--- src/rtl/fp32_divider_if.sv ---
`default_nettype none
// ============================================================================
// Module      : fp32_divider_if
// Description : Operand/result handshake bundle for the FP32 divider.
//               master = operand sequencer, slave = divider.
// Revision    : 1.0  initial release
// ============================================================================
interface fp32_divider_if;
  logic [31:0] x_data;
  logic [31:0] y_data;
  logic        x_rdy;
  logic        y_rdy;
  logic [31:0] z_data;
  logic        done;
  logic        busy;

  modport master (
    output x_data, y_data, x_rdy, y_rdy,
    input  z_data, done, busy
  );

  modport slave (
    input  x_data, y_data, x_rdy, y_rdy,
    output z_data, done, busy
  );
endinterface
`default_nettype wire

--- src/rtl/fp32_divider.sv ---
`default_nettype none
// ============================================================================
// Module      : fp32_divider
// Description : Multi-cycle IEEE-754 single-precision divider, z = x / y.
//               Restoring mantissa division (one quotient bit per cycle),
//               round-to-nearest-even, gradual underflow.
//               Optional macro FP32_DIV_FTZ_EN: denormal inputs read as zero
//               and tiny results flush to signed zero.
// Revision    : 1.0  initial release
// ============================================================================
module fp32_divider #(
  parameter int DIV_ITERS = 27
) (
  input  logic          clk,
  input  logic          rst_n,
  fp32_divider_if.slave bus
);

  typedef enum logic [3:0] {
    IDLE, UNPACK, SPECIAL, NORM_X, NORM_Y, DIVIDE,
    NORM_Z, DENORM, ROUND, PACK, DONE
  } state_t;

  localparam logic signed [9:0] c_EMIN     = -10'sd126;
  localparam logic signed [9:0] c_EMAX     = 10'sd127;
  localparam logic signed [9:0] c_BIAS     = 10'sd127;
  localparam logic        [4:0] c_DIV_LAST = 5'(DIV_ITERS - 1);
  localparam logic       [31:0] c_QNAN     = 32'h7FC0_0000;

  state_t state, state_next;

  // Captured operands and unpacked fields
  logic [31:0]        r_x, r_y;
  logic               r_zs;
  logic signed [9:0]  r_xe, r_ye, r_ze;
  logic [23:0]        r_xm, r_ym;
  // Division state
  logic [25:0]        r_rem;
  logic [25:0]        r_q;
  logic [4:0]         r_cnt;
  // Result mantissa with rounding bits
  logic [23:0]        r_zm;
  logic               r_guard, r_round, r_sticky;
  logic               r_special;
  logic [31:0]        r_special_val;
  // Outputs
  logic [31:0]        r_z;
  logic               r_done;

  // Field views of the captured operands
  logic [7:0]  w_x_exp, w_y_exp;
  logic [22:0] w_x_man, w_y_man;
  assign w_x_exp = r_x[30:23];
  assign w_y_exp = r_y[30:23];
  assign w_x_man = r_x[22:0];
  assign w_y_man = r_y[22:0];

  // Operand classification
  logic w_x_zero, w_y_zero, w_x_inf, w_y_inf, w_x_nan, w_y_nan;
`ifdef FP32_DIV_FTZ_EN
  assign w_x_zero = (w_x_exp == 8'd0);
  assign w_y_zero = (w_y_exp == 8'd0);
`else
  assign w_x_zero = (w_x_exp == 8'd0) && (w_x_man == 23'd0);
  assign w_y_zero = (w_y_exp == 8'd0) && (w_y_man == 23'd0);
`endif
  assign w_x_inf = (w_x_exp == 8'hFF) && (w_x_man == 23'd0);
  assign w_y_inf = (w_y_exp == 8'hFF) && (w_y_man == 23'd0);
  assign w_x_nan = (w_x_exp == 8'hFF) && (w_x_man != 23'd0);
  assign w_y_nan = (w_y_exp == 8'hFF) && (w_y_man != 23'd0);

  logic        w_sign, w_is_nan, w_is_special;
  logic [31:0] w_special_val;
  assign w_sign       = r_x[31] ^ r_y[31];
  assign w_is_nan     = w_x_nan | w_y_nan | (w_x_zero & w_y_zero) | (w_x_inf & w_y_inf);
  assign w_is_special = w_is_nan | w_x_inf | w_y_inf | w_x_zero | w_y_zero;
  assign w_special_val = w_is_nan ? c_QNAN :
                         w_x_inf  ? {w_sign, 8'hFF, 23'd0} :
                         w_y_inf  ? {w_sign, 31'd0} :
                         w_y_zero ? {w_sign, 8'hFF, 23'd0} :
                                    {w_sign, 31'd0};

  // Unbiased exponents; denormals sit at the minimum exponent
  logic signed [9:0] w_xe_unb, w_ye_unb;
  assign w_xe_unb = (w_x_exp == 8'd0) ? c_EMIN : ($signed({2'b00, w_x_exp}) - c_BIAS);
  assign w_ye_unb = (w_y_exp == 8'd0) ? c_EMIN : ($signed({2'b00, w_y_exp}) - c_BIAS);

  // With flush-to-zero no non-zero operand lacks its hidden bit
  logic w_x_norm_done, w_y_norm_done;
`ifdef FP32_DIV_FTZ_EN
  assign w_x_norm_done = 1'b1;
  assign w_y_norm_done = 1'b1;
`else
  assign w_x_norm_done = r_xm[23];
  assign w_y_norm_done = r_ym[23];
`endif

  // One restoring-division step
  logic        w_ge;
  logic [25:0] w_rsub;
  logic [26:0] w_q_next;
  logic        w_div_last;
  assign w_ge       = (r_rem >= {2'b00, r_ym});
  assign w_rsub     = w_ge ? (r_rem - {2'b00, r_ym}) : r_rem;
  assign w_q_next   = {r_q, w_ge};
  assign w_div_last = (r_cnt == c_DIV_LAST);

  logic w_ze_tiny, w_round_up;
  assign w_ze_tiny  = (r_ze < c_EMIN);
  assign w_round_up = r_guard & (r_round | r_sticky | r_zm[0]);

  // Final packing of the rounded result
  logic [7:0]  w_exp_field;
  logic [31:0] w_packed;
  assign w_exp_field = r_ze[7:0] + 8'd127;
  assign w_packed = r_special     ? r_special_val :
                    (r_ze > c_EMAX) ? {r_zs, 8'hFF, 23'd0} :
                    !r_zm[23]     ? {r_zs, 8'h00, r_zm[22:0]} :
                                    {r_zs, w_exp_field, r_zm[22:0]};

  // State register
  always_ff @(posedge clk or negedge rst_n) begin
    if (!rst_n) state <= IDLE;
    else        state <= state_next;
  end

  // Next-state logic
  always_comb begin
    state_next = state;
    case (state)
      IDLE:    if (bus.x_rdy && bus.y_rdy) state_next = UNPACK;
      UNPACK:  state_next = SPECIAL;
      SPECIAL: state_next = w_is_special ? PACK : NORM_X;
      NORM_X:  if (w_x_norm_done) state_next = NORM_Y;
      NORM_Y:  if (w_y_norm_done) state_next = DIVIDE;
      DIVIDE:  if (w_div_last) state_next = NORM_Z;
      NORM_Z: begin
        if (r_zm[23]) begin
`ifdef FP32_DIV_FTZ_EN
          state_next = w_ze_tiny ? PACK : ROUND;
`else
          state_next = DENORM;
`endif
        end
      end
      DENORM:  if (!w_ze_tiny) state_next = ROUND;
      ROUND:   state_next = PACK;
      PACK:    state_next = DONE;
      DONE:    state_next = IDLE;
      default: state_next = IDLE;
    endcase
  end

  // Datapath: each state updates only the registers it owns
  always_ff @(posedge clk or negedge rst_n) begin
    if (!rst_n) begin
      r_x           <= 32'd0;
      r_y           <= 32'd0;
      r_zs          <= 1'b0;
      r_xe          <= 10'sd0;
      r_ye          <= 10'sd0;
      r_ze          <= 10'sd0;
      r_xm          <= 24'd0;
      r_ym          <= 24'd0;
      r_rem         <= 26'd0;
      r_q           <= 26'd0;
      r_cnt         <= 5'd0;
      r_zm          <= 24'd0;
      r_guard       <= 1'b0;
      r_round       <= 1'b0;
      r_sticky      <= 1'b0;
      r_special     <= 1'b0;
      r_special_val <= 32'd0;
      r_z           <= 32'd0;
      r_done        <= 1'b0;
    end else begin
      case (state)
        IDLE: begin
          if (bus.x_rdy && bus.y_rdy) begin
            r_x <= bus.x_data;
            r_y <= bus.y_data;
          end
        end
        UNPACK: begin
          r_zs <= w_sign;
          r_xe <= w_xe_unb;
          r_ye <= w_ye_unb;
          r_xm <= {(w_x_exp != 8'd0), w_x_man};
          r_ym <= {(w_y_exp != 8'd0), w_y_man};
        end
        SPECIAL: begin
          r_special     <= w_is_special;
          r_special_val <= w_special_val;
        end
        NORM_X: begin
          if (!w_x_norm_done) begin
            r_xm <= {r_xm[22:0], 1'b0};
            r_xe <= r_xe - 10'sd1;
          end
        end
        NORM_Y: begin
          if (!w_y_norm_done) begin
            r_ym <= {r_ym[22:0], 1'b0};
            r_ye <= r_ye - 10'sd1;
          end else begin
            r_ze  <= r_xe - r_ye;
            r_rem <= {2'b00, r_xm};
            r_q   <= 26'd0;
            r_cnt <= 5'd0;
          end
        end
        DIVIDE: begin
          r_rem <= {w_rsub[24:0], 1'b0};
          r_q   <= w_q_next[25:0];
          r_cnt <= r_cnt + 5'd1;
          if (w_div_last) begin
            r_zm     <= w_q_next[26:3];
            r_guard  <= w_q_next[2];
            r_round  <= w_q_next[1];
            r_sticky <= w_q_next[0] | (w_rsub != 26'd0);
          end
        end
        NORM_Z: begin
          if (!r_zm[23]) begin
            // Quotient below 1.0: pull the guard bit up into the mantissa
            r_zm    <= {r_zm[22:0], r_guard};
            r_guard <= r_round;
            r_round <= 1'b0;
            r_ze    <= r_ze - 10'sd1;
          end
`ifdef FP32_DIV_FTZ_EN
          else if (w_ze_tiny) begin
            r_special     <= 1'b1;
            r_special_val <= {r_zs, 31'd0};
          end
`endif
        end
        DENORM: begin
          if (w_ze_tiny) begin
            // Shift through guard/round so rounding still sees exact bits
            r_zm     <= {1'b0, r_zm[23:1]};
            r_guard  <= r_zm[0];
            r_round  <= r_guard;
            r_sticky <= r_sticky | r_round;
            r_ze     <= r_ze + 10'sd1;
          end
        end
        ROUND: begin
          if (w_round_up) begin
            if (&r_zm) begin
              r_zm <= 24'h80_0000;
              r_ze <= r_ze + 10'sd1;
            end else begin
              r_zm <= r_zm + 24'd1;
            end
          end
        end
        PACK: begin
          r_z    <= w_packed;
          r_done <= 1'b1;
        end
        DONE: begin
          r_done <= 1'b0;
        end
        default: begin
          r_done <= 1'b0;
        end
      endcase
    end
  end

  assign bus.z_data = r_z;
  assign bus.done   = r_done;
  assign bus.busy   = (state != IDLE);

endmodule
`default_nettype wire

--- src/flat_wrapper.sv ---
// flat-port wrapper written by rule: the top's interface ports become plain ports
module fp32_divider_flat 
#(
  parameter int DIV_ITERS = 27
)
  (clk, rst_n, bus_x_data, bus_y_data, bus_x_rdy, bus_y_rdy, bus_z_data, bus_done, bus_busy);
  fp32_divider_if bus_i ();
  input  logic clk;
  input  logic rst_n;
  input wire logic [$bits(bus_i.x_data)-1:0] bus_x_data;
  input wire logic [$bits(bus_i.y_data)-1:0] bus_y_data;
  input wire logic [$bits(bus_i.x_rdy)-1:0] bus_x_rdy;
  input wire logic [$bits(bus_i.y_rdy)-1:0] bus_y_rdy;
  output wire logic [$bits(bus_i.z_data)-1:0] bus_z_data;
  output wire logic [$bits(bus_i.done)-1:0] bus_done;
  output wire logic [$bits(bus_i.busy)-1:0] bus_busy;
  assign bus_i.x_data = bus_x_data;
  assign bus_i.y_data = bus_y_data;
  assign bus_i.x_rdy = bus_x_rdy;
  assign bus_i.y_rdy = bus_y_rdy;
  assign bus_z_data = bus_i.z_data;
  assign bus_done = bus_i.done;
  assign bus_busy = bus_i.busy;
  fp32_divider #(.DIV_ITERS(DIV_ITERS)) u_core (.clk(clk), .rst_n(rst_n), .bus(bus_i));
endmodule
--- config.mk ---
export PLATFORM = sky130hd
export DESIGN_NAME = fp32_divider_flat
export DESIGN_NICKNAME = d
export VERILOG_FILES = /design/src/rtl/fp32_divider_if.sv /design/src/rtl/fp32_divider.sv /design/src/flat_wrapper.sv
export SDC_FILE = /design/constraint.sdc
export NUM_CORES = 1
export LEC_CHECK = 0
export CAP_MARGIN = 40
export CORE_MARGIN = 5
export CORE_UTILIZATION = 55
export CTS_BUF_LIST = sky130_fd_sc_hd__clkbuf_8
export DETAILED_ROUTE_END_ITERATION = 12
export PLACE_DENSITY = 0.73
export SLEW_MARGIN = 20
export SYNTH_ARGS = -nofsm -noshare
export SYNTH_HDL_FRONTEND = slang
export SYNTH_SLANG_ARGS = --single-unit
--- constraint.sdc ---
create_clock -name clk -period 5.9 [get_ports clk]
set_input_delay 1.18 -clock clk [delete_from_list [all_inputs] [get_ports clk]]
set_output_delay 1.18 -clock clk [all_outputs]
set_load 0.01 [all_outputs]
**Yosys cells after proc, flatten, opt, wreduce, memory -nomap -nowiden**

Index checks and enable logic that the tools add are counted.

- Reduce and logical (&&, ||, !) cells: 37
- Add/subtract/negate cells: 11
- Order comparisons: 3
- Muxes and demuxes: 56
- Bitwise operators: 14
- Equality and inequality tests: 24

Operators with widths:

| operator | count |
|---|---|
| 2-to-1 mux 24 bit | 7 |
| 2-to-1 mux 31 bit | 5 |
| case mux 26 bit (2 select lines) | 2 |
| case mux 24 bit (2 select lines) | 2 |
| case mux 24 bit (4 select lines) | 1 |
| 2-to-1 mux 10 bit | 9 |
| 2-to-1 mux 26 bit | 3 |
| 2-to-1 mux 32 bit | 2 |
| zero test 23 bit | 2 |
| nonzero test 23 bit | 2 |
| case mux 10 bit (2 select lines) | 2 |
| case mux 10 bit (4 select lines) | 1 |
| case mux 4 bit (10 select lines) | 1 |
| subtractor 10 x 2 -> 10 bit (second input constant) | 3 |
| 2-to-1 mux 4 bit | 7 |
| >= comparator 26 x 24 -> 1 bit | 1 |
| nonzero test 26 bit | 1 |
| subtractor 26 x 24 -> 26 bit | 1 |
| adder 24 x 1 -> 24 bit (second input constant) | 1 |
| AND reduction 24 bit | 1 |
| subtractor 8 x 7 -> 9 bit (second input constant) | 2 |
| == test 4 x 3 -> 1 bit (second input constant) | 4 |
| == test 8 bit (second input constant) | 2 |
| zero test 8 bit | 2 |
| 32 further kinds | 81 |

- Bits of input ports: 68
- Output and inout port bits: 34
- Logic and storage cells: 168
- Bits in registers: 297

**Longest topological paths before layout**

Gate-level depths: netlist of the first run.

- Depth in word-level cells: 11
- Mapped depth: 15
- Mapped depth without buffers: 13

**Worst setup path after synthesis of the first run**

Ideal clock, no wire load.

- Path type: register to register
- Start point: register u_core.state[2]
- End point: register u_core.r_ze[9]
- Arrival time: 2931 ps
- Library setup time: 121 ps
- Data required time: 5779 ps
- Path buffers: 2
- Stages on the path, launching flop included: 14
- Period minus slack after synthesis: 3053 ps
- Setup slack: 2847 ps
- Cells stage by stage: dfrtp_1 > buf_2 > or4b_1 > buf_2 > nand2_1 > inv_1 > ha_1 > or2_2 > o31a_1 > a31o_2 > a21oi_1 > xnor2_1 > a21oi_1 > o22a_1

- Cells in the longest elaborated chain, start to end: 3
- Elaborated cells between the ends (all ways): 12
- Those cells by class: eq/ne (9); mux (1); reduce/logical (2)

RTL lines:

| item | RTL line | text |
|---|---|---|
| start, declared | fp32_divider.sv:30 | `state_t state, state_next;` |
| start signal, assigned | fp32_divider.sv:124 | `else state <= state_next;` |
| == test 4 bit or == test 4 x 3 -> 1 bit (tied branches) | fp32_divider.sv:177 | `case (state)` |
| != test 2 x 1 -> 1 bit (no line) (tied with other cells) | - |  |
| AND reduction 6 bit (no line) | - |  |
| end signal, assigned | fp32_divider.sv:206 | `r_ze <= r_xe - r_ye;` |
| end signal, assigned | fp32_divider.sv:229 | `r_ze <= r_ze - 10'sd1;` |
| end signal, assigned | fp32_divider.sv:245 | `r_ze <= r_ze + 10'sd1;` |
| end, declared | fp32_divider.sv:35 | `logic signed [9:0] r_xe, r_ye, r_ze;` |

Parallel ways exist; a longest one is shown, timed or not.
A chain may end at the register's enable or synchronous reset.

**Worst setup path in the final report of the first run**

- Start point: register u_core.state[1]
- End point: output port bus_busy

- Cells in the longest elaborated chain, start to end: 1

RTL lines:

| item | RTL line | text |
|---|---|---|
| nonzero test 4 bit | fp32_divider.sv:274 | `assign bus.busy = (state != IDLE);` |
| end, declared | flat_wrapper.sv:16 | `output wire logic [$bits(bus_i.busy)-1:0] bus_busy;` |

Every way passes these cells.

==> results.sh, run 1 <==
export IMPL_drive_above_1_share_pct=9.91
export IMPL_fin_util_pct=63.6
export IMPL_hold_buffers=0
export IMPL_rsz0062_at_grt="no"
export IMPL_whs_path_depth=2
export IMPL_ant_nets=0
export IMPL_crit_chain="inv_1, nand3_1, clkdlybuf4s50_1"
export IMPL_slew_headroom_pct=40.8
export IMPL_hold_ws_ps=473
export IMPL_r2r_end="u_core.r_ze[9]"
export IMPL_regArea_sq_mm=0.00671
export IMPL_total_power_uw=10900
export IMPL_synth_edff_count=0
export IMPL_dpl_hpwl_um=27800
export IMPL_die_w_um=177
export IMPL_dr_first_iter_drc_count=1213
export IMPL_rows=61
export IMPL_ys_flop_type="dfrtp_1"
export IMPL_syn_area_sq_mm=0.0153
export IMPL_worstSetupEndpointType="output pin"
export IMPL_cp_arrival_ps=2480
export IMPL_ys_types=75
export IMPL_cts_setup_buffers=0
export IMPL_finalSetupTns_ps=0
export IMPL_cts_sinks=268
export IMPL_start_kind="flip-flop"
export IMPL_period_needed_ps=3660
export IMPL_synthArstFlopShare_pct=100
export IMPL_nNetsFinal=1871
export IMPL_cts_root_buf="clkbuf_8"
export IMPL_ioPinCount=102
export IMPL_yosys_warnings=0
export IMPL_clock_latency_ps=570
export IMPL_grt_pass1_vias=12743
export IMPL_yosysTopAreaCellShare_pct=43.8
export IMPL_synth_seq_cells=268
export IMPL_cts_root_to_sink_buffers=3
export IMPL_clock_skew_ps=30.1
export IMPL_hold_class="reg -> reg"
export IMPL_firstDrtPassIters=6
export IMPL_synth_avg_cell_area_sq_um=9.11
export IMPL_ir_worst_vdd_mv=0.294
export IMPL_track_usage_pct=24.8
export IMPL_fp_dieH_um=177
export IMPL_min_delay_start="u_core.bus.z_data[25]"
export IMPL_max_stage_delay_ps=680
export IMPL_grt_start_max_net_pins=117
export IMPL_wirelength_um=39300
export IMPL_htreeDepth=2
export IMPL_cts_clk_slew_worst_paths_ps=70
export IMPL_postLayoutCellArea_sq_mm=0.0176
export IMPL_place_area_sq_mm=0.0166
export IMPL_cts_resized=0
export IMPL_fin_crit_sh_pct=62.0
export IMPL_wl_per_cell_um=18.1
export IMPL_grt_ovfl_total=0
export IMPL_crit_path_top_delay_cell="dfrtp_1"
export IMPL_status="complete, no violations"
export IMPL_multi_input_area_sq_mm=0.00795
export IMPL_syn_num_nets=1802
export IMPL_antenna_found_initial=0
export IMPL_ff2ff_path_depth=11
export IMPL_crit_type="reg -> out"
export IMPL_worst_pin_slew_ps=888
export IMPL_hold_violations=0
export IMPL_crit_required_ps=4720
export IMPL_cts_buffers=46
export IMPL_drc_errors=0
export IMPL_area_growth_syn_to_layout_pct=14.7
export IMPL_start_util_pct=55.4
export IMPL_p_leak_uw=0.00750
export IMPL_antennaDiodeCount=0
export IMPL_die_area_sq_mm=0.0313
export IMPL_cts_tree="yes"
export IMPL_synth_top_cell_by_area="dfrtp_1"
export IMPL_setup_violations=0
export IMPL_r2r_start="u_core.state[2]"
export IMPL_yosys_top_cells_area="dfrtp_1 (44%), o21ai_0 (6.4%), nand2_1 (5.5%), mux2_2 (4.7%), ha_1 (4.2%)"
export IMPL_pwr_density_cell_mw_per_mm2=618
export IMPL_reg2reg_slack_ps=2360
export IMPL_report_final_slew_viol_count=0
export IMPL_coreArea_sq_mm=0.0276
export IMPL_fill_cells=2352
export IMPL_min_to="u_core.bus.z_data[25]"
export IMPL_num_vias=13265
export IMPL_crit_path_max_fanout=17
export IMPL_synthCells=1680
export IMPL_fmax_mhz=273
export IMPL_cap_violations=0
export IMPL_gp_congestion=0.973
export IMPL_grt_pass1_wl_um=64400
export IMPL_viasPerCell=6.13
export IMPL_synth_seq_area_share_pct=43.8
export IMPL_port_buffers=101
-- state kept, by name, indices dropped and copies added (netlist names), 3 cells and up --
name / count
u_core.bus.z_data: 32
u_core.r_ze: 10
u_core.r_rem: 26
u_core.r_cnt: 5
u_core.r_ym: 24
u_core.r_y: 32
u_core.r_zm: 24
u_core.r_xe: 10
u_core.state: 4
u_core.r_x: 32
u_core.r_q: 26
u_core.r_xm: 24
u_core.r_special_val: 3
u_core.r_ye: 10
-- where the power goes --
group	total (uW)	internal (uW)	leakage (uW)	switching, uW
Sequential	3450	2590	0.00341	862
Combinational	5750	2440	0.00354	3310
Clock	1650	886	0.000560	765
-- worst max path at each step --
stage | startpoint | end | slack (ps) | cells past startpoint
after CTS | u_core.state[1] | bus_busy | 2260 | 3
after global routing | u_core.r_zm[0] | u_core.r_ze[0] | 2070 | 8
after detailed placement | u_core.state[2] | u_core.r_ze[9] | 2420 | 11
final | u_core.state[1] | bus_busy | 2240 | 3
after global placement | bus_x_rdy | u_core.r_y[20] | 2380 | 5
after floorplan | u_core.state[2] | u_core.r_ze[9] | 2850 | 13
-- Yosys cell counts, types with 6 or more instances --
cell type	instances
nor4_1	23
nand2_1	226
and3_1	14
nor2b_1	12
a22o_1	29
buf_2	21
a22oi_1	45
nor3_1	46
o22ai_1	8
dfrtp_1	268
o21ai_0	197
mux2i_1	11
a31oi_1	26
nor2_1	93
a21oi_1	64
o211ai_1	7
a21o_1	17
o21ai_1	6
and2_1	10
o31ai_1	18
nand4_1	18
or3_1	20
nand3_1	42
a211oi_1	9
inv_1	63
xnor2_1	34
or2_2	6
a221o_1	6
clkbuf_1	77
o21a_1	7
mux2_2	64
ha_1	51
a221oi_1	23
xor2_1	30
-- routing by layer --
metal | part of all wire (%) | vias up | GRT usage (%)
li1 | - | 6273 | -
met1 | 44 | 6437 | 34.3
met2 | 47 | 462 | 39.9
met3 | 6.1 | 93 | 3.97
met4 | 3.0 | 0 | 8.96
met5 | 0 | - | 0
-- final cells by class --
type,count,area share (%)
flip-flops and latches,268,38.2
clock buffers,51,4.00
well taps,378,2.69
multi-input cells,1242,45.3
clock inverters,34,1.18
inverters,63,1.35
repair buffers,128,7.36
-- placed cells by master (no fill, tap or decap), types with 14 or more instances in the layout --
cell type	netlist	final
ha_1	51	51
a22o_1	29	29
a21oi_1	64	64
xor2_1	30	30
nor4_1	23	23
a31oi_1	26	26
clkbuf_8	0	51
a221oi_1	23	23
nor3_1	46	42
and3_1	14	14
o31ai_1	18	18
nor2_1	93	90
xnor2_1	34	34
clkdlybuf4s50_1	0	100
dfrtp_1	268	268
or3_1	20	20
a21o_1	17	17
nand4_1	18	18
o21ai_0	197	196
nand3_1	42	42
inv_1	63	90
a22oi_1	45	45
nand2_1	226	226
mux2_2	64	64
buf_4	3	18
-- kinds of logic (layout without fill, tap and decap cells) --
| family | count (synthesis) | after routing | synth area share, % |
|---|---|---|---|
| buffers and inverters | 170 | 276 | 4.57 |
| AOI/OAI and AO/OA | 509 | 509 | 21.4 |
| and+or+nand+nor | 540 | 540 | 16.5 |
| DFF | 268 | 268 | 43.8 |
| xor gates and xnor gates | 64 | 64 | 3.66 |
| adders and majority gates | 54 | 54 | 4.56 |
| muxes | 75 | 75 | 5.43 |
-- worst max-delay path, delay by kind of cell, from the launching register on --
family,cells,cell delay [ps]
flip-flops,1,680
AND/OR/NAND/NOR,1,390
buffers and inverters,2,850
-- through the flow --
step	setup slack (ps)	cells
4_1_cts	2260	2163
6_report	2240	2164
3_3_place_gp	2380	2070
3_5_place_dp	2420	2078
2_1_floorplan	2850	1680
5_1_grt	2070	2164
Note: power is estimated with default switching activity, not from simulation.
==> inputs of run 2 (changes only) <==
clock period = 3.56 ns   (was 5.9 ns; I/O delays follow)
==> run 2 against run 1 <==
Against the previous run:
- final cell count is 0.55% higher
- register-to-register slack worse by 2000 ps
- clock power is 74% higher
- largest power group unchanged
- highest routed layer unchanged
==> results.sh, run 2 (synthesized netlist as in run 1, its figures left out) <==
export IMPL_crit_chain="inv_1, ha_1, inv_1, fa_1, a21o_1, a221o_1, a21oi_4, o311ai_4, or2_1, buf_8, a211oi_1, o22ai_1"
export IMPL_p_leak_uw=0.00756
export IMPL_crit_family="compound AO/OA/AOI/OAI gates"
export IMPL_clock_skew_ps=16.2
export IMPL_wirelength_um=39500
export IMPL_final_cell_mix="dfrtp_1 (268), nand2_1 (226), o21ai_0 (196)"
export IMPL_r2r_start="u_core.r_rem[0]"
export IMPL_period_needed_ps=3220
export IMPL_fin_crit_sh_pct=90.5
export IMPL_postLayoutCellArea_sq_mm=0.0177
export IMPL_cts_tree="yes"
export IMPL_coreArea_sq_mm=0.0276
export IMPL_cpMostUsedCell="inv_1"
export IMPL_cts_root_buf="clkbuf_8"
export IMPL_crit_path_max_fanout=14
export IMPL_antenna_found_initial=0
export IMPL_hold_violations=0
export IMPL_cts_setup_buffers=0
export IMPL_start_kind="flip-flop"
export IMPL_status="complete, no violations"
export IMPL_crit_type="reg -> reg"
export IMPL_port_buffers=101
export IMPL_firstDrtPassIters=6
export IMPL_grt_start_max_net_pins=94
export IMPL_setup_violations=0
export IMPL_grt_ovfl_total=0
export IMPL_slew_headroom_pct=46.1
export IMPL_cts_root_to_sink_buffers=3
export IMPL_layout_commonest_cell="dfrtp_1"
export IMPL_hold_class="in -> async"
export IMPL_htreeDepth=2
export IMPL_place_area_sq_mm=0.0167
export IMPL_dr_first_iter_drc_count=1308
export IMPL_finalSetupTns_ps=0
export IMPL_grt_pass1_vias=12722
export IMPL_dpl_hpwl_um=28100
export IMPL_ant_nets=0
export IMPL_wl_per_cell_um=18.1
export IMPL_rows=61
export IMPL_report_final_slew_viol_count=0
export IMPL_crit_path_top_delay_cell="or2_1"
export IMPL_nNetsFinal=1883
export IMPL_start_util_pct=55.4
export IMPL_worst_pin_slew_ps=805
export IMPL_viasPerCell=6.05
export IMPL_cts_resized=0
export IMPL_ioPinCount=102
export IMPL_cts_clk_slew_worst_paths_ps=60
export IMPL_fill_cells=2324
export IMPL_area_growth_syn_to_layout_pct=15.7
export IMPL_ir_worst_vdd_mv=0.585
export IMPL_gp_congestion=0.948
export IMPL_fp_dieH_um=177
export IMPL_rsz0062_at_grt="no"
export IMPL_cp_arrival_ps=3640
export IMPL_track_usage_pct=25.2
export IMPL_die_area_sq_mm=0.0313
export IMPL_drc_errors=0
export IMPL_reg2reg_slack_ps=340
export IMPL_cts_buffers=45
export IMPL_cts_sinks=268
export IMPL_die_w_um=177
export IMPL_num_vias=13168
export IMPL_pwr_density_cell_mw_per_mm2=1030
export IMPL_crit_buf_inv=3
export IMPL_worstSetupEndpointType="flip-flop"
export IMPL_antennaDiodeCount=0
export IMPL_cap_violations=0
export IMPL_crit_required_ps=3980
export IMPL_grt_pass1_wl_um=65300
export IMPL_fin_util_pct=64.1
export IMPL_ff2ff_path_depth=12
export IMPL_hold_buffers=0
export IMPL_r2r_end="u_core.r_rem[17]"
export IMPL_clock_latency_ps=560
export IMPL_drive_above_1_share_pct=11.1
export IMPL_max_stage_delay_ps=440
export IMPL_fmax_mhz=310
run 2: cell types whose count changed in the layout (fill, tap and decap cells not counted):
| cell | before | now |
|---|---|---|
| buf_12 | 2 | 3 |
| clkbuf_8 | 51 | 62 |
| buf_6 | 1 | 0 |
| clkinv_2 | 2 | 4 |
| inv_1 | 90 | 79 |
| bufinv_16 | 2 | 1 |
| buf_8 | 7 | 3 |
| inv_8 | 1 | 0 |
| clkinv_8 | 1 | 0 |
| buf_4 | 18 | 35 |
run 2: power by group:
part | internal (uW) | switching (uW)
registers | 4290 | 1330
logic | 4140 | 5610
clock network | 1620 | 1250
run 2: how the worst max path moves through the flow:
| stage | from | to | depth (start not counted) |
|---|---|---|---|
| finish | u_core.r_rem[0] | u_core.r_rem[17] | 12 |
| global route | u_core.state[3] | u_core.r_ze[9] | 13 |
| CTS | u_core.r_rem[0] | u_core.r_rem[16] | 11 |
| detailed placement | u_core.r_rem[0] | u_core.r_rem[16] | 11 |
| global placement | u_core.r_rem[0] | u_core.r_sticky | 10 |
| floorplan | u_core.state[2] | u_core.r_ze[9] | 13 |
run 2: metrics by stage:
step                setup slack [ps]  std cells  hold WS (ps)  power, uW
floorplan                        507       1680           416      12500
global placement                 349       2090           460      15000
detailed placement               287       2091           469      15300
CTS                              264       2175          58.6      18200
global route                     161       2176          78.6      19700
finish                           339       2176          57.3      18200
run 2: area by class of cell:
cell class / count / area [sq um] / area share (%)
multi-input cells: 1242 / 7950 / 44.9
flip-flops and latches: 268 / 6710 / 37.9
repair buffers: 141 / 1370 / 7.73
clock buffers: 62 / 853 / 4.82
well taps: 378 / 473 / 2.67
inverters: 63 / 236 / 1.34
clock inverters: 22 / 118 / 0.664
run 2: metal layers:
metal  wire (um)  track usage [%]  up-vias
met4        1110             7.99        0
met1       17200             34.3     6353
met2       18800             41.7      446
met5           0                0        -
li1            -                -     6289
met3        2380             4.10       80
==> inputs of run 3 (changes only) <==
--- a/config.mk
+++ b/config.mk
@@ -12,3 +12,3 @@
 export DETAILED_ROUTE_END_ITERATION = 12
-export PLACE_DENSITY = 0.73
+export PLACE_DENSITY = 0.76
 export SLEW_MARGIN = 20
==> constraint.sdc (replaced) <==
create_clock -name clk -period 2.9 [get_ports clk]
set_input_delay 0.435 -clock clk [delete_from_list [all_inputs] [get_ports clk]]
set_output_delay 0.435 -clock clk [all_outputs]
set_load 0.01 [all_outputs]
==> run 3 against run 2 <==
Against the previous run:
- largest power group unchanged
- fmax up 12%
- final area up 1.6%
- critical endpoint is now u_core.r_rem[25]
- setup slack worse by 310 ps
- wire length up 2.6%
- first-iteration DRC count down 21%
- final cell count up 1.3%
- combinational power up 29%
==> results.sh, run 3 (synthesized netlist as in run 1, its figures left out) <==
export IMPL_hold_class="in -> reg"
export IMPL_wl_per_cell_um=18.4
export IMPL_antennaDiodeCount=0
export IMPL_coreArea_sq_mm=0.0276
export IMPL_wirelength_um=40500
export IMPL_cts_clk_slew_worst_paths_ps=70
export IMPL_ff2ff_path_depth=12
export IMPL_crit_buf_inv=3
export IMPL_clock_latency_ps=570
export IMPL_drive_above_1_share_pct=13.4
export IMPL_die_area_sq_mm=0.0313
export IMPL_cpMostUsedCell="inv_2"
export IMPL_grt_pass1_vias=13372
export IMPL_cts_sinks=268
export IMPL_cts_buffers=46
export IMPL_r2r_end="u_core.r_rem[25]"
export IMPL_ant_nets=0
export IMPL_cts_tree="yes"
export IMPL_period_needed_ps=2880
export IMPL_htreeDepth=2
export IMPL_layout_commonest_cell="dfrtp_1"
export IMPL_worst_pin_slew_ps=830
export IMPL_num_vias=13487
export IMPL_worstSetupEndpointType="flip-flop"
export IMPL_setup_violations=0
export IMPL_place_area_sq_mm=0.0169
export IMPL_pwr_density_cell_mw_per_mm2=1280
export IMPL_finalSetupTns_ps=0
export IMPL_max_stage_delay_ps=400
export IMPL_nNetsFinal=1918
export IMPL_clock_skew_ps=17.5
export IMPL_crit_required_ps=3320
export IMPL_viasPerCell=6.12
export IMPL_fmax_mhz=348
export IMPL_track_usage_pct=25.8
export IMPL_cp_arrival_ps=3300
export IMPL_port_buffers=101
export IMPL_fin_crit_sh_pct=99.1
export IMPL_ir_worst_vdd_mv=0.806
export IMPL_grt_start_max_net_pins=84
export IMPL_postLayoutCellArea_sq_mm=0.0180
export IMPL_dr_first_iter_drc_count=1029
export IMPL_crit_chain="inv_2, ha_4, inv_2, fa_2, a21o_1, a221o_1, a21oi_4, o311ai_4, buf_6, o211a_1, a222oi_1, o311ai_1"
export IMPL_cts_root_to_sink_buffers=3
export IMPL_fill_cells=2309
export IMPL_crit_path_top_delay_cell="a221o_1"
export IMPL_report_final_slew_viol_count=0
export IMPL_start_util_pct=55.4
export IMPL_cp_endpoint="u_core.r_rem[25]"
export IMPL_firstDrtPassIters=8
export IMPL_startpoint="u_core.r_rem[0]"
export IMPL_cts_root_buf="clkbuf_8"
export IMPL_slew_headroom_pct=44.7
export IMPL_rows=61
export IMPL_status="complete, no violations"
export IMPL_cp_num_cells=12
export IMPL_crit_path_max_fanout=6
export IMPL_dpl_hpwl_um=28700
export IMPL_rsz0062_at_grt="yes"
export IMPL_antenna_found_initial=0
export IMPL_reg2reg_slack_ps=20
export IMPL_r2r_start="u_core.r_rem[0]"
export IMPL_cap_violations=0
export IMPL_final_cell_mix="dfrtp_1 (267), nand2_1 (225), o21ai_0 (195)"
export IMPL_die_w_um=177
export IMPL_start_kind="flip-flop"
export IMPL_ioPinCount=102
export IMPL_drc_errors=0
export IMPL_area_growth_syn_to_layout_pct=17.5
export IMPL_crit_family="compound AO/OA/AOI/OAI gates"
export IMPL_hold_violations=0
export IMPL_grt_ovfl_total=0
export IMPL_gp_congestion=0.929
export IMPL_grt_pass1_wl_um=67500
export IMPL_p_leak_uw=0.00770
export IMPL_fp_dieH_um=177
export IMPL_crit_type="reg -> reg"
-- run 3: per-layer routing --
| metal | vias to the layer above | routed length [um] | global-route usage (%) |
|---|---|---|---|
| li1 | 6347 | - | - |
| met1 | 6591 | 17400 | 34.8 |
| met2 | 463 | 19600 | 43.7 |
| met3 | 86 | 2280 | 3.33 |
| met4 | 0 | 1130 | 8.32 |
| met5 | - | 0 | 0 |
-- run 3: final cells by class --
type	instances	area [sq um]	share of cell area, %
Tap cell	378	473	2.63
Timing Repair Buffer	175	1630	9.05
Sequential cell	268	6710	37.3
Clock inverter	19	113	0.626
Multi-Input combinational cell	1242	8010	44.5
Clock buffer	60	826	4.59
Inverter	63	239	1.33
-- run 3: timing repair --
action | 4_1_cts | 5_1_grt
hold buffers | 1 | 0
setup endpoints to repair | 2 | 30
gates resized for setup | 2 | 17
endpoints found under the hold margin | 78 | 0
buffers inserted | 1 | 8
pin swaps | 4 | 14
-- run 3: worst min path at each step --
stage,cells after the start,end,start
after floorplan,0,u_core.bus.done,rst_n
after global placement,2,u_core.bus.z_data[21],u_core.bus.z_data[21]
after detailed placement,2,u_core.bus.z_data[7],u_core.bus.z_data[7]
after CTS,3,u_core.r_y[23],bus_y_data[23]
after global routing,3,u_core.r_y[23],bus_y_data[23]
final,3,u_core.r_y[23],bus_y_data[23]
-- run 3: worst min-delay path, delay by kind of cell --
kind	cells	cell delay [ps]
buffers and inverters	1	400
AO/OA/AOI/OAI	1	70
AND/OR/NAND/NOR	1	50
-- run 3: through the flow --
| step | hold WS (ps) | power (uW) | setup WS, ps | std cells | util [%] |
|---|---|---|---|---|---|
| floorplan | 139 | 15400 | 10.4 | 1680 | - |
| global placement | 460 | 18700 | 14.9 | 2115 | 61.2 |
| detailed placement | 469 | 19100 | -78.3 | 2115 | 61.2 |
| CTS | 422 | 22700 | -57.2 | 2196 | 64.7 |
| global route | 435 | 24900 | -83.8 | 2205 | 65.1 |
| finish | 450 | 23000 | 24.9 | 2205 | 65.1 |
-- run 3: report_power, final --
part | internal [uW] | switching, uW | leakage (uW) | total, uW
combinational | 5470 | 7170 | 0.00377 | 12600
sequential | 5270 | 1620 | 0.00340 | 6900
clock | 1930 | 1540 | 0.000527 | 3470
total | 12700 | 10300 | 0.00770 | 23000
